$ cat src/rtl/mfp_ahb_gpio_ctrl_if.sv
// AHB-Lite slave-side bus bundle for the GPIO controller.
// The master drives the request and write-data signals; the slave drives the response signals.
interface mfp_ahb_gpio_ctrl_if;
    logic [31:0] HADDR;
    logic [2:0]  HSIZE;
    logic [1:0]  HTRANS;
    logic        HWRITE;
    logic        HSEL;
    logic        HREADY;
    logic [31:0] HWDATA;
    logic [2:0]  HBURST;
    logic        HMASTLOCK;
    logic [3:0]  HPROT;
    logic [31:0] HRDATA;
    logic        HREADYOUT;
    logic        HRESP;

    modport master (
        output HADDR, HSIZE, HTRANS, HWRITE, HSEL, HREADY, HWDATA, HBURST, HMASTLOCK, HPROT,
        input  HRDATA, HREADYOUT, HRESP
    );

    modport slave (
        input  HADDR, HSIZE, HTRANS, HWRITE, HSEL, HREADY, HWDATA, HBURST, HMASTLOCK, HPROT,
        output HRDATA, HREADYOUT, HRESP
    );
endinterface

$ cat src/rtl/mfp_ahb_gpio_ctrl.sv
// AHB-Lite GPIO controller: output/direction registers, set/clear aliases, synchronised inputs
// and edge-triggered interrupt status with write-one-to-clear.
module mfp_ahb_gpio_ctrl #(
    parameter int unsigned            GPIO_WIDTH  = 32,
    parameter int unsigned            SYNC_STAGES = 2,
    parameter logic [GPIO_WIDTH-1:0]  OUT_RESET   = '0
) (
    input  logic                      HCLK,
    input  logic                      HRESETn,
    mfp_ahb_gpio_ctrl_if.slave        ahb,
    input  logic [GPIO_WIDTH-1:0]     GPIO_In,
    output logic [GPIO_WIDTH-1:0]     GPIO_Out,
    output logic [GPIO_WIDTH-1:0]     GPIO_OE,
    output logic                      GPIO_IRQ
);
    localparam logic [3:0] RegDataIn  = 4'd0;
    localparam logic [3:0] RegDataOut = 4'd1;
    localparam logic [3:0] RegDir     = 4'd2;
    localparam logic [3:0] RegSet     = 4'd3;
    localparam logic [3:0] RegClr     = 4'd4;
    localparam logic [3:0] RegRiseEn  = 4'd5;
    localparam logic [3:0] RegFallEn  = 4'd6;
    localparam logic [3:0] RegIrqStat = 4'd7;

    logic                  accept;
    logic [3:0]            lane_mask;
    logic                  wr_pend_q;
    logic [3:0]            wr_idx_q;
    logic [3:0]            wr_lanes_q;
    logic                  rd_wait_q;
    logic [3:0]            rd_idx_q;
    logic [31:0]           hrdata_q;
    logic [31:0]           rd_val;
    logic [31:0]           lane_bits;
    logic [GPIO_WIDTH-1:0] wmask;
    logic [GPIO_WIDTH-1:0] wdata;
    logic [GPIO_WIDTH-1:0] sync_q [SYNC_STAGES];
    logic [GPIO_WIDTH-1:0] sync_out;
    logic [GPIO_WIDTH-1:0] dly_q;
    logic [GPIO_WIDTH-1:0] edge_evt;
    logic [GPIO_WIDTH-1:0] w1c;
    logic [GPIO_WIDTH-1:0] data_out_q, data_out_d;
    logic [GPIO_WIDTH-1:0] dir_q, dir_d;
    logic [GPIO_WIDTH-1:0] rise_en_q, rise_en_d;
    logic [GPIO_WIDTH-1:0] fall_en_q, fall_en_d;
    logic [GPIO_WIDTH-1:0] status_q, status_d;
    logic                  irq_q;
    logic                  unused_ahb;

    assign accept = ahb.HSEL & ahb.HREADY & ahb.HTRANS[1];

    always_comb begin
        lane_mask = 4'b0000;
        case (ahb.HSIZE)
            3'd0:    lane_mask = 4'b0001 << ahb.HADDR[1:0];
            3'd1:    lane_mask = ahb.HADDR[1] ? 4'b1100 : 4'b0011;
            default: lane_mask = 4'b1111;
        endcase
    end

    assign lane_bits = {{8{wr_lanes_q[3]}}, {8{wr_lanes_q[2]}},
                        {8{wr_lanes_q[1]}}, {8{wr_lanes_q[0]}}};
    assign wmask     = lane_bits[GPIO_WIDTH-1:0];
    assign wdata     = ahb.HWDATA[GPIO_WIDTH-1:0] & wmask;

    assign sync_out  = sync_q[SYNC_STAGES-1];
    assign edge_evt  = (sync_out & ~dly_q & rise_en_q) | (~sync_out & dly_q & fall_en_q);

    always_comb begin
        data_out_d = data_out_q;
        dir_d      = dir_q;
        rise_en_d  = rise_en_q;
        fall_en_d  = fall_en_q;
        w1c        = '0;
        if (wr_pend_q) begin
            case (wr_idx_q)
                RegDataOut: data_out_d = (data_out_q & ~wmask) | wdata;
                RegDir:     dir_d      = (dir_q & ~wmask) | wdata;
                RegSet:     data_out_d = data_out_q | wdata;
                RegClr:     data_out_d = data_out_q & ~wdata;
                RegRiseEn:  rise_en_d  = (rise_en_q & ~wmask) | wdata;
                RegFallEn:  fall_en_d  = (fall_en_q & ~wmask) | wdata;
                RegIrqStat: w1c        = wdata;
                default:    ;
            endcase
        end
        // A new edge wins over a simultaneous clear of the same bit.
        status_d = (status_q & ~w1c) | edge_evt;
    end

    // Sampled in the read wait state, after any preceding write has already landed.
    always_comb begin
        rd_val = '0;
        case (rd_idx_q)
            RegDataIn:  rd_val[GPIO_WIDTH-1:0] = sync_out;
            RegDataOut: rd_val[GPIO_WIDTH-1:0] = data_out_q;
            RegDir:     rd_val[GPIO_WIDTH-1:0] = dir_q;
            RegRiseEn:  rd_val[GPIO_WIDTH-1:0] = rise_en_q;
            RegFallEn:  rd_val[GPIO_WIDTH-1:0] = fall_en_q;
            RegIrqStat: rd_val[GPIO_WIDTH-1:0] = status_q;
            default:    rd_val = '0;
        endcase
    end

    always_ff @(posedge HCLK or negedge HRESETn) begin
        if (!HRESETn) begin
            wr_pend_q  <= 1'b0;
            wr_idx_q   <= '0;
            wr_lanes_q <= '0;
            rd_wait_q  <= 1'b0;
            rd_idx_q   <= '0;
            hrdata_q   <= '0;
            for (int i = 0; i < SYNC_STAGES; i++) sync_q[i] <= '0;
            dly_q      <= '0;
            data_out_q <= OUT_RESET;
            dir_q      <= '0;
            rise_en_q  <= '0;
            fall_en_q  <= '0;
            status_q   <= '0;
            irq_q      <= 1'b0;
        end else begin
            wr_pend_q <= accept & ahb.HWRITE;
            rd_wait_q <= accept & ~ahb.HWRITE;
            if (accept) begin
                wr_idx_q   <= ahb.HADDR[5:2];
                wr_lanes_q <= lane_mask;
                rd_idx_q   <= ahb.HADDR[5:2];
            end
            if (rd_wait_q) hrdata_q <= rd_val;
            sync_q[0] <= GPIO_In;
            for (int i = 1; i < SYNC_STAGES; i++) sync_q[i] <= sync_q[i-1];
            dly_q      <= sync_out;
            data_out_q <= data_out_d;
            dir_q      <= dir_d;
            rise_en_q  <= rise_en_d;
            fall_en_q  <= fall_en_d;
            status_q   <= status_d;
            irq_q      <= |status_q;
        end
    end

    assign ahb.HRDATA    = hrdata_q;
    assign ahb.HREADYOUT = ~rd_wait_q;
    assign ahb.HRESP     = 1'b0;
    assign GPIO_Out      = data_out_q;
    assign GPIO_OE       = dir_q;
    assign GPIO_IRQ      = irq_q;

    assign unused_ahb = ^{ahb.HBURST, ahb.HMASTLOCK, ahb.HPROT, ahb.HADDR[31:6], ahb.HTRANS[0],
                          ahb.HWDATA, lane_bits};
endmodule

$ cat src/flat_wrapper.sv
// flat-port wrapper written by rule: the top's interface ports become plain ports
module mfp_ahb_gpio_ctrl_flat 
#(
    parameter int unsigned            GPIO_WIDTH  = 32,
    parameter int unsigned            SYNC_STAGES = 2,
    parameter logic [GPIO_WIDTH-1:0]  OUT_RESET   = '0
)
  (HCLK, HRESETn, GPIO_In, GPIO_Out, GPIO_OE, GPIO_IRQ, ahb_HADDR, ahb_HSIZE, ahb_HTRANS, ahb_HWRITE, ahb_HSEL, ahb_HREADY, ahb_HWDATA, ahb_HBURST, ahb_HMASTLOCK, ahb_HPROT, ahb_HRDATA, ahb_HREADYOUT, ahb_HRESP);
  mfp_ahb_gpio_ctrl_if ahb_i ();
  input  logic HCLK;
  input  logic HRESETn;
  input  logic [GPIO_WIDTH-1:0] GPIO_In;
  output logic [GPIO_WIDTH-1:0] GPIO_Out;
  output logic [GPIO_WIDTH-1:0] GPIO_OE;
  output logic GPIO_IRQ;
  input wire logic [$bits(ahb_i.HADDR)-1:0] ahb_HADDR;
  input wire logic [$bits(ahb_i.HSIZE)-1:0] ahb_HSIZE;
  input wire logic [$bits(ahb_i.HTRANS)-1:0] ahb_HTRANS;
  input wire logic [$bits(ahb_i.HWRITE)-1:0] ahb_HWRITE;
  input wire logic [$bits(ahb_i.HSEL)-1:0] ahb_HSEL;
  input wire logic [$bits(ahb_i.HREADY)-1:0] ahb_HREADY;
  input wire logic [$bits(ahb_i.HWDATA)-1:0] ahb_HWDATA;
  input wire logic [$bits(ahb_i.HBURST)-1:0] ahb_HBURST;
  input wire logic [$bits(ahb_i.HMASTLOCK)-1:0] ahb_HMASTLOCK;
  input wire logic [$bits(ahb_i.HPROT)-1:0] ahb_HPROT;
  output wire logic [$bits(ahb_i.HRDATA)-1:0] ahb_HRDATA;
  output wire logic [$bits(ahb_i.HREADYOUT)-1:0] ahb_HREADYOUT;
  output wire logic [$bits(ahb_i.HRESP)-1:0] ahb_HRESP;
  assign ahb_i.HADDR = ahb_HADDR;
  assign ahb_i.HSIZE = ahb_HSIZE;
  assign ahb_i.HTRANS = ahb_HTRANS;
  assign ahb_i.HWRITE = ahb_HWRITE;
  assign ahb_i.HSEL = ahb_HSEL;
  assign ahb_i.HREADY = ahb_HREADY;
  assign ahb_i.HWDATA = ahb_HWDATA;
  assign ahb_i.HBURST = ahb_HBURST;
  assign ahb_i.HMASTLOCK = ahb_HMASTLOCK;
  assign ahb_i.HPROT = ahb_HPROT;
  assign ahb_HRDATA = ahb_i.HRDATA;
  assign ahb_HREADYOUT = ahb_i.HREADYOUT;
  assign ahb_HRESP = ahb_i.HRESP;
  mfp_ahb_gpio_ctrl #(.GPIO_WIDTH(GPIO_WIDTH), .SYNC_STAGES(SYNC_STAGES), .OUT_RESET(OUT_RESET)) u_core (.HCLK(HCLK), .HRESETn(HRESETn), .ahb(ahb_i), .GPIO_In(GPIO_In), .GPIO_Out(GPIO_Out), .GPIO_OE(GPIO_OE), .GPIO_IRQ(GPIO_IRQ));
endmodule
$ cat config.mk
export PLATFORM = sky130hd
export DESIGN_NAME = mfp_ahb_gpio_ctrl_flat
export DESIGN_NICKNAME = d
export VERILOG_FILES = /design/src/rtl/mfp_ahb_gpio_ctrl_if.sv /design/src/rtl/mfp_ahb_gpio_ctrl.sv /design/src/flat_wrapper.sv
export SDC_FILE = /design/constraint.sdc
export NUM_CORES = 1
export LEC_CHECK = 0
export ABC_CLOCK_PERIOD_IN_PS = 4700
export CORE_UTILIZATION = 51
export DETAILED_ROUTE_END_ITERATION = 7
export PLACE_DENSITY = 0.78
export SYNTH_ARGS = -nofsm -noshare
export SYNTH_HDL_FRONTEND = slang
export SYNTH_SLANG_ARGS = --single-unit
$ cat constraint.sdc
create_clock -name HCLK -period 4.7 [get_ports HCLK]
set_input_delay 0.47 -clock HCLK [delete_from_list [all_inputs] [get_ports HCLK]]
set_output_delay 0.47 -clock HCLK [all_outputs]
set_load 0.02 [all_outputs]
==> results.md <==
- The synthesis warning total is 0.
- After floorplanning, the core was divided into 56 placement rows.
- The total clock buffers created by CTS is 30.
- Clock tree synthesis selected as its root buffer the cell clkbuf_16.
- The signed area change from the synthesized netlist to the final layout is 23.68%.
- The register bit count reported by yosys is 299.
- The synthesized netlist contains 44 unique library cells.
- For the worst flop-to-flop path, the logic depth is 4.
- The first-pass iteration count of the detailed router is 5.
- In the final timing run, aggregate negative setup slack is 0 ps.
- After filler insertion, the fill cell instance count of the layout stands at 1,715.
- By startpoint and endpoint, the worst setup path is classified as reg2reg.
- The finished cells cover 15,120 sq um.
- The final RePlAce weighted congestion is 0.7760.
- The share of the core filled with cells is 64.40%.
- STA puts the critical path data required time at 5120 ps.
- The worst setup path is captured at a register.
- The checks that failed: negative hold slack.
- The die is 156.8 um tall.
- In this run the tightest slew margin relative to its limit is 11.37%.
- After clock tree synthesis, the clock-pin slew on the worst setup and hold paths is 60 ps.
- The worst setup path startpoint is u_core.wr_idx_q[3].
- The number of antenna diodes is 0.
- The maximum number of pins on one net before global-route repair is 123.
- The hold slack is -13.33 ps.
- The initial utilization of the core area, before any placement, comes to 52.07%.
- The clock passes through at most 3 buffers.
- The storage element area is 7482 sq um.
- The number of pins with negative max-slew slack in the final report is 0.
- Among all flip-flop cells after synthesis, the most frequent one is dfrtp_1.
- The number of failing setup endpoints in the final timing report is 0.
- After technology mapping, the gate count stands at 972.
- The instance area after placement is 14,080 sq um.
- The DRC violations left is 0.
- The peak supply drop is 0.2917 mV.
- The fraction of synthesis flops using an asynchronous set or reset pin is 100.0%.
- The mean routed wirelength per cell is 20.86 um.
- STA classifies the critical path startpoint as a register.
- The post-layout net count is 1,252.
- Each instance of the synthesized netlist takes up on average 12.58 sq um.
- The largest single stage delay on the critical path is 690 ps.
- The total length of routed wires is 30,830 um.
- Data arrives at the worst endpoint at 3290 ps.
- Dividing the final minimum period by the clock period gives 61.10%.
- Setup repair after global routing left no endpoint under its margin.
- The first global-routing pass estimated 48,360 um of wire.
- The reported leakage power is 6.950 nW.
- The die width is 156.8 um.
- The floorplan step defined a die boundary enclosing 24,590 sq um.
- The tightest min-delay check is of the in2async type.
- The number of buffers inserted by hold repair at cts is 0.
- The routed layout has 8,745 vias.
- The final number of hold-violating endpoints is 16.
- The part of the Yosys area used for sequential elements is 61.21%.
- The maximum fanout count along the critical path is 29.
- The worst clock skew is 6.561 ps.
- The I/O pin count is 213.
- The multi-input logic area is 4078 sq um.
- CTS built an H-tree with a depth of 1.
- The via count of the first global-routing pass is 8,845.
- The number of antenna violations at the first check in global routing is 0.
- Detailed placement finished with a half-perimeter wire length of 19,630 um.
- The number of setup buffers added after CTS is 0.
- The count of flip-flops with a built-in enable after synthesis is 0.
- The minimum clock period after layout is 2872 ps.
- The post-layout total power is 6.658 mW.
- The max-cap violation count is 0.
- At the later pin of the worst-skew pair, clock insertion delay measures 540 ps.
- The number of vias per cell is 5.917.
- The flow ran to the end, but the final reports show violations.
- Walking the worst path, the cells encountered are nor4b_4 > buf_4 > and3_1 > mux2_1.
- The beginning of the worst register-to-register path is u_core.wr_idx_q[3].
- In this run, post-CTS repair resized a total of 0 instances.
- The number of routed nets with antenna violations is 0.
- Cells with a size suffix above 1 make up 6.644% of the layout.
- The count of buffers inserted at the top-level ports is 176.
- In this run, the number of DRC markers left after iteration 0 of detailed routing was 572.
- Static timing analysis puts the maximum clock frequency at 348.2 MHz.
- The transition time at the pin with the least slew margin is 1324 ps.
- The total standard cell area after synthesis is 12,220 sq um.
- The post-synth net total is 1,086.
- After floorplanning, the core was sized to cover 23,470 sq um.
- The total power per unit cell area is 440.4 nW/um^2.
- The master of the slowest instance on the critical path is nor4b_4.
- Global routing used 25.73% of the available tracks.
- The number of clock sinks is 299.
- The clock tree from TritonCTS is done.
- The setup check on the worst reg-to-reg path leaves a slack of 1830 ps.
- The aggregate global routing overflow is 0.
==> metrics by stage <==
| stage | cells | hold slack, ps | worst slack [ps] |
|---|---|---|---|
| 2_1_floorplan | 972 | 174.4 | 3008 |
| 3_3_place_gp | 1425 | 332.0 | 1923 |
| 3_5_place_dp | 1425 | 334.7 | 1859 |
| 4_1_cts | 1478 | 25.69 | 1845 |
| 5_1_grt | 1478 | 65.25 | 1714 |
| 6_report | 1478 | -13.33 | 1828 |
==> where the power goes <==
part / internal (mW) / switching, mW / leakage (nW)
logic: 0.517 / 0.578 / 2.85
registers: 2.84 / 0.259 / 3.59
clock network: 1.50 / 0.958 / 0.511
total: 4.86 / 1.80 / 6.95
==> critical path, delay by kind of cell (launching register included) <==
kind	cells	cell delay, ps
and+or+nand+nor	2	1300
muxes	1	390
buffers and inverters	1	520
DFF	1	540
==> cell type report <==
cell class              count  area share (%)
multi-input cells         552           26.97
well taps                 319           2.640
flip-flops and latches    299           49.50
clock buffers              45           6.075
inverters                  67           1.672
repair buffers            188           12.37
clock inverters             8          0.7780
==> worst min-delay path by stage <==
| stage | slack [ps] | from | end |
|---|---|---|---|
| finish | -10 | HRESETn | u_core.dly_q[21] |
| global route | 70 | HRESETn | u_core.sync_out[21] |
| CTS | 30 | HRESETn | u_core.ahb.HRDATA[20] |
| detailed placement | 330 | u_core.sync_q[52] | u_core.sync_out[20] |
| global placement | 330 | u_core.sync_q[43] | u_core.sync_out[11] |
| floorplan | 170 | HRESETn | asynchronous set/reset pin |
==> synth_stat cells (2+ instances only) <==
cell | number | share of area, %
o21ai_1 | 32 | 1.3
a21oi_1 | 2 | 0.082
inv_1 | 66 | 2.0
buf_4 | 8 | 0.49
a21boi_0 | 2 | 0.12
nor4_1 | 8 | 0.41
a22oi_1 | 96 | 5.9
dfrtp_1 | 299 | 61
buf_2 | 16 | 0.66
nor2_1 | 4 | 0.12
buf_6 | 12 | 1.1
mux2_1 | 96 | 8.8
and4bb_1 | 3 | 0.31
and3_1 | 12 | 0.61
nand4_1 | 2 | 0.10
o211ai_1 | 36 | 2.2
nor2b_1 | 2 | 0.10
a31oi_1 | 32 | 1.6
nand3_2 | 4 | 0.33
clkbuf_1 | 9 | 0.28
a21o_1 | 34 | 2.1
nor4b_4 | 2 | 0.39
buf_8 | 2 | 0.25
o311ai_1 | 32 | 2.3
nand2_1 | 99 | 3.0
nand3b_1 | 33 | 2.0
dlygate4sd3_1 | 2 | 0.16
and2_1 | 4 | 0.20
mux2_2 | 4 | 0.37
o21ai_0 | 4 | 0.16
buf_1 | 2 | 0.061
==> placed cells by master, fill, tap and decap left out, types with 2 or more instances in the layout <==
cell type	count
nand3b_1	33
and4bb_1	3
nor4b_4	2
clkbuf_8	9
a21o_1	34
bufinv_16	3
clkbuf_1	5
o21ai_0	4
dfrtp_1	299
nor4_1	8
nor2_1	4
a21oi_1	2
o311ai_1	32
nand3_2	4
mux2_1	96
a21boi_0	2
inv_1	66
clkbuf_16	31
and2_1	4
o21ai_1	32
nor2b_1	2
a22oi_1	96
o211ai_1	36
clkinv_2	5
clkdlybuf4s50_1	175
a31oi_1	32
and3_1	12
buf_4	11
nand4_1	2
nand2_1	99
mux2_2	4
==> metal layers <==
layer / global-route usage, % / share of wire [%] / vias to the layer above
met1: 34.07 / 42 / 4431
met5: 0 / 0 / -
met4: 9.104 / 2.7 / 0
li1: - / - / 3889
met2: 43.01 / 48 / 358
met3: 4.071 / 6.6 / 67
==> kinds of logic after synthesis <==
family | share of synthesized area [%]
flip-flops | 61.21
AO/OA/AOI/OAI | 15.88
AND/OR/NAND/NOR | 8.230
buffers and inverters | 5.436
multiplexers | 9.213
other | 0.03068
Power figures use the tool's default switching activity.
